`config.mk`:
```
export PLATFORM = sky130hd
export DESIGN_NAME = uart_rx
export DESIGN_NICKNAME = d
export VERILOG_FILES = /design/src/rtl/uart_rx.sv
export SDC_FILE = /design/constraint.sdc
export NUM_CORES = 1
export LEC_CHECK = 0
export CAP_MARGIN = 25
export CORE_MARGIN = 2
export CORE_UTILIZATION = 58
export CTS_CLUSTER_SIZE = 14
export DETAILED_ROUTE_END_ITERATION = 8
export GPL_ROUTABILITY_DRIVEN = 0
export PLACE_DENSITY = 0.81
export SYNTH_ARGS = -nofsm -noshare
export SYNTH_HDL_FRONTEND = slang
export SYNTH_SLANG_ARGS = --single-unit
```
`constraint.sdc`:
```
create_clock -name clk -period 4.2 [get_ports clk]
set_input_delay 0.84 -clock clk [delete_from_list [all_inputs] [get_ports clk]]
set_output_delay 0.84 -clock clk [all_outputs]
set_load 0.02 [all_outputs]
```
`src/rtl/uart_rx.sv`:
```
// ---------------------------------------------------------------------------
// UartRx: 8N1 UART receiver.
//
// Oversamples the serial line at CYCLES_PER_BIT clocks per bit, recovers each
// byte LSB-first and presents it to the consumer through a valid/ready
// holding register. Framing errors and overruns are reported as one-cycle
// pulses.
//
// Ports:
//   clk             system clock, all logic on the rising edge
//   rst             synchronous, active-high reset
//   in__rx          serial line (idles high, asynchronous to clk)
//   in__ready       consumer can take out__data this cycle
//   out__data       received byte, stable while out__valid is high
//   out__valid      out__data holds an unconsumed byte
//   out__frame_err  one-cycle pulse: stop bit sampled low
//   out__overrun    one-cycle pulse: good byte dropped, holding register full
// ---------------------------------------------------------------------------
module uart_rx #(
    parameter int CYCLES_PER_BIT = 25,
    parameter int HALF_BIT       = CYCLES_PER_BIT / 2
) (
    input  logic       clk,
    input  logic       rst,
    input  logic       in__rx,
    input  logic       in__ready,
    output logic [7:0] out__data,
    output logic       out__valid,
    output logic       out__frame_err,
    output logic       out__overrun
);

    localparam int CTR_W = $clog2(CYCLES_PER_BIT);
    localparam logic [CTR_W-1:0] HALF_MARK = CTR_W'(HALF_BIT);
    localparam logic [CTR_W-1:0] BIT_LAST  = CTR_W'(CYCLES_PER_BIT - 1);
    localparam logic [CTR_W-1:0] CTR_ONE   = CTR_W'(1);

    typedef enum logic [2:0] {
        IDLE,
        START,
        DATA,
        STOP,
        BREAK
    } state_e;

    state_e           state_q, state_d;
    logic [CTR_W-1:0] ctr_q, ctr_d;
    logic [2:0]       idx_q, idx_d;
    logic [7:0]       shift_q, shift_d;
    logic [7:0]       data_q, data_d;
    logic             valid_q, valid_d;
    logic             frameErr_q, frameErr_d;
    logic             overrun_q, overrun_d;
    logic             rxMeta_q, rxSync_q;
    logic             deliver;
    logic             transfer;

    // Two-flop synchronizer for the asynchronous serial line plus every
    // piece of receiver state. The synchronizer resets to the idle (high)
    // level so a reset never looks like a start edge.
    always_ff @(posedge clk) begin
        if (rst) begin
            rxMeta_q   <= 1'b1;
            rxSync_q   <= 1'b1;
            state_q    <= IDLE;
            ctr_q      <= '0;
            idx_q      <= '0;
            shift_q    <= '0;
            data_q     <= '0;
            valid_q    <= 1'b0;
            frameErr_q <= 1'b0;
            overrun_q  <= 1'b0;
        end else begin
            rxMeta_q   <= in__rx;
            rxSync_q   <= rxMeta_q;
            state_q    <= state_d;
            ctr_q      <= ctr_d;
            idx_q      <= idx_d;
            shift_q    <= shift_d;
            data_q     <= data_d;
            valid_q    <= valid_d;
            frameErr_q <= frameErr_d;
            overrun_q  <= overrun_d;
        end
    end

    // Frame FSM. The start bit is re-checked half a bit after the falling
    // edge to reject glitches; from then on every sample lands a whole bit
    // period later, i.e. near the middle of each bit. The FSM goes back to
    // IDLE straight after the stop sample so a start edge that follows the
    // stop bit immediately is still caught. A stop bit sampled low parks
    // the FSM in BREAK so a line held low reports only one error.
    always_comb begin
        state_d    = state_q;
        ctr_d      = ctr_q;
        idx_d      = idx_q;
        shift_d    = shift_q;
        deliver    = 1'b0;
        frameErr_d = 1'b0;
        case (state_q)
            IDLE: begin
                if (!rxSync_q) begin
                    state_d = START;
                    ctr_d   = '0;
                end
            end
            START: begin
                if (ctr_q == HALF_MARK) begin
                    ctr_d = '0;
                    if (rxSync_q) begin
                        state_d = IDLE;
                    end else begin
                        state_d = DATA;
                        idx_d   = '0;
                    end
                end else begin
                    ctr_d = ctr_q + CTR_ONE;
                end
            end
            DATA: begin
                if (ctr_q == BIT_LAST) begin
                    ctr_d   = '0;
                    shift_d = {rxSync_q, shift_q[7:1]};
                    if (idx_q == 3'd7) begin
                        state_d = STOP;
                        idx_d   = '0;
                    end else begin
                        idx_d = idx_q + 3'd1;
                    end
                end else begin
                    ctr_d = ctr_q + CTR_ONE;
                end
            end
            STOP: begin
                if (ctr_q == BIT_LAST) begin
                    ctr_d = '0;
                    if (rxSync_q) begin
                        deliver = 1'b1;
                        state_d = IDLE;
                    end else begin
                        frameErr_d = 1'b1;
                        state_d    = BREAK;
                    end
                end else begin
                    ctr_d = ctr_q + CTR_ONE;
                end
            end
            BREAK: begin
                if (rxSync_q) begin
                    state_d = IDLE;
                end
            end
            default: begin
                state_d = IDLE;
                ctr_d   = '0;
                idx_d   = '0;
            end
        endcase
    end

    // Holding register. A byte delivered in the same cycle the consumer
    // takes the old one replaces it seamlessly; a byte arriving while the
    // old one is still unconsumed is dropped and flagged as an overrun.
    always_comb begin
        transfer  = valid_q && in__ready;
        valid_d   = valid_q && !transfer;
        data_d    = data_q;
        overrun_d = 1'b0;
        if (deliver) begin
            if (!valid_q || transfer) begin
                data_d  = shift_q;
                valid_d = 1'b1;
            end else begin
                overrun_d = 1'b1;
            end
        end
    end

    assign out__data      = data_q;
    assign out__valid     = valid_q;
    assign out__frame_err = frameErr_q;
    assign out__overrun   = overrun_q;

endmodule

```
Yosys cells after proc, flatten, opt, wreduce, memory -nomap -nowiden:

Cells that the tools add are included.

* bits in registers: 32
* input port bits: 4

* add/sub/neg operators: 2
* equality and inequality tests: 14
* mux-type cells: 25
* bitwise gates (word level): 5
* reduce and logical (&&, ||, !) cells: 15

Operators by type and width (number)
* 3-bit two-way mux: 11
* 5-bit one-hot mux with 4 select lines: 1
* 5-bit two-way mux: 3
* 3-bit one-hot mux with 5 select lines: 1
* 2-bit inequality test, second input constant: 7
* 3-bit one-hot mux with 3 select lines: 1
* 1-bit two-way mux: 7
* 3-bit by 2-bit == test with 1-bit output, second input constant: 2
* 3-bit == test, second input constant: 2
* 2-bit AND reduction: 3
* 6-bit AND reduction: 1
* 3-bit OR reduction: 2
* 5-bit by 1-bit adder with 5-bit output, second input constant: 1
* 5-bit by 4-bit == test with 1-bit output, second input constant: 1
* 5-bit == test, second input constant: 1
* 1-bit inverter: 5
* 4-bit AND reduction: 1
* 2-bit OR reduction: 2
* 3-bit by 1-bit adder with 3-bit output, second input constant: 1
* 3-bit by 1-bit == test with 1-bit output, second input constant: 1
* 3-bit zero test: 1
* 1-bit logical AND: 2
* 1-bit zero test: 2
* 2-bit two-way mux: 1
* 1-bit logical OR: 1

Longest topological paths before layout:

* depth after elaboration: 5
* mapped depth: 8
* depth with buffers taken out: 6

Worst setup path before layout:

No wires, ideal clock.

* path kind: input -> register
* from: in rst
* to: reg ctr_q[2]
* library setup time: 0.058 ns
* data arrival time: 1.590 ns
* slack: 2.552 ns
* stages on the path: 3
* cells stage by stage: or3_1 nor4b_1 a211o_1

RTL lines
* start: declaration: RTL line 24 `input logic rst,`
* end signal: assignment: RTL line 77 `ctr_q <= ctr_d;`
* end: declaration: RTL line 47 `logic [CTR_W-1:0] ctr_q, ctr_d;`

==> run metrics <==
Post-Synth Adder-Cell Area=0.0360; syn_nets=approximately 150; first-pass GRT wire length=4380 microns; DR vias/cell=5.78; hold-fix buffer count after cts=0; Synth area leader=dfxtp_1; Worst EP required=4480 ps; Clock Latency Late Sink=around 320 ps; main combinational cell family by area after synthesis=simple AND/OR/NAND/NOR gates; P_leak=0.539 nW; Final Worst Setup Slack=1970 ps; core area=2230 sq um; CTS tree=yes; Async SR Flop Fraction=0; Cell Area, Synth=approximately 1400 sq um; row cnt=17; Post-synth EDFFs=0; Final Hold Fails=0; mux contribution to synthesized area=0.137; drt first pass iters=4; largest net degree at the start of global routing=21; CTS max path bufs=2; Tightest Pin Transition=604 ps; FMAX=0.449 GHz; # IOs=15; critical-path cell list=clkdlybuf4s50_1, or3_1, nor4b_1, a211o_1; post-layout util=0.711; DP Worst Slack=1640 ps; top cell type's share of synthesized area=0.460; n_diodes=0; PwrDens=approximately 320 nW/um^2; count leader, synth=dfxtp_1; DR iter-0 viols=24; final HPWL from detailed placement=1690 microns; YS warnings=0; Die Width=about 53 microns; via count=1069; final period utilization=0.530; CP endpoint kind=flop; CTS root buf=clkbuf_4; Final Net Count=164; Routed wire per std cell=13.4 microns; initial antenna violation count=0; post-synth cell types=38; Die Y=53.0 microns; total die area=2810 sq um; Clock Pin Slew Worst Setup and Hold Paths=100 ps; Max-Cap Viols=0; PortBufs=14; XOR/XNOR share of the synthesized area=0; vias in the first global route=just under 1000; synthesized-area fraction occupied by and/or/nand/nor cells=0.246; Area growth, synth to finish=14.1%; Crit Path Class=in -> reg; Area contributors post-synth=dfxtp_1 46%, mux2i_1 14%, nor2_1 5.9%, ha_1 3.6%, nor3_1 2.2%; post-synthesis sequential area ratio=0.460; relative slew slack=0.596; RSZ-0062 raised after global routing=no; slowest CP cell=clkdlybuf4s50_1; Tightest Hold Check Type=reg -> reg; total grt overflow=0; register bit total from synthesis=32; outcome=completed; post-layout min period=around 2200 ps; CTS Sinks=32; Total Power=0.504 mW; H-tree depth=2; Syn Area/Cell=approximately 9.7 sq um; Setup crit start kind=primary input; Synth Area in Compound Gates=0.0809; slowest stage delay, CP=720 ps; Post-CTS Resized=0; VDD IR max=0.350 mV; Max FO, Critical Path=20; Routed Antenna Nets=0; dominant synthesized flop cell=dfxtp_1; total wire length=between 2000 and 2500 microns; Setup Skew=5.78 ps; final number of max-transition violations=0; arrival time at the worst endpoint=2500 ps; Commonest cells post-synth=32 x dfxtp_1, 22 x nor2_1, 19 x mux2i_1; overall routing resource usage=0.218; CTS buffer count=5; share of post-route cells with drive strength above 1=0.0828; cells after synthesis=about 140; Setup Fix Bufs, Post-CTS=0; Final Setup Violations=0; setup TNS=0 ps; DRC=0; starting density of the core=0.623
-- registers in the layout, indices dropped and copies added (netlist names) --
| register | count |
|---|---|
| rxSync_q | 1 |
| out__overrun | 1 |
| state_q | 3 |
| shift_q | 8 |
| out__valid | 1 |
| idx_q | 3 |
| out__data | 8 |
| rxMeta_q | 1 |
| out__frame_err | 1 |
| ctr_q | 5 |
-- worst max-delay path: cells and delay by family --
| kind | cells | cell delay, ps |
|---|---|---|
| simple gates | 2 | 800 |
| buf+inv | 1 | 720 |
| compound gates | 1 | 140 |
-- cell type report --
cell class	instances	area [sq um]
inverters	2	7.51
multi-input cells	100	696
repair buffers	15	148
flip-flops and latches	32	641
fillers	186	646
clock buffers	6	51.3
clock inverters	2	10.0
well taps	28	35.0
-- routing by layer --
metal | share of wire | track usage | vias to the layer above | routed length (microns)
li1 | - | - | 543 | -
met1 | 0.47 | 0.269 | 499 | 1180
met2 | 0.47 | 0.344 | 23 | 1170
met3 | 0.040 | 0.0706 | 4 | 99
met4 | 0.017 | 0.0983 | 0 | 42
met5 | 0 | 0 | - | 0
-- cell usage in the layout, fill, tap and decap left out, types with 4 or more instances in the layout --
cell / netlist / layout
dfxtp_1: 32 / 32
nor2_1: 22 / 22
mux2i_1: 19 / 19
clkdlybuf4s50_1: 0 / 14
nand2_1: 8 / 8
nor3_1: 6 / 6
a21oi_1: 5 / 5
clkbuf_4: 0 / 5
nand2b_1: 4 / 4
ha_1: 4 / 4
-- path summary, 6_finish.rpt --
check                           cells after the start     start      endpoint  slack (ps)
worst min-delay path                                1  rxMeta_q      rxSync_q         420
worst min register to register                      1  rxMeta_q      rxSync_q         420
worst max register to register                      6  ctr_q[0]  out__data[3]        2230
worst max-delay path                                4       rst      ctr_q[2]        1970
-- power by group --
part / switching (mW) / total, mW / internal (mW)
registers: 0.00338 / 0.309 / 0.305
clock network: 0.0987 / 0.178 / 0.0795
logic: 0.00990 / 0.0176 / 0.00767
-- logic make-up after synthesis --
family	after synthesis
DFF	32
AOI/OAI and AO/OA	14
adders and majority gates	4
and+or+nand+nor	63
muxes	19
buffers and inverters	11
-- through the flow --
step           hold WS [ps]  instances  instance area, sq um
2_1_floorplan           389        143                  1390
3_3_place_gp            396        177                  1530
3_5_place_dp            397        177                  1530
4_1_cts                 422        185                  1590
5_1_grt                 456        185                  1590
6_report                418        185                  1590
Note: power is estimated with default switching activity, not from simulation.
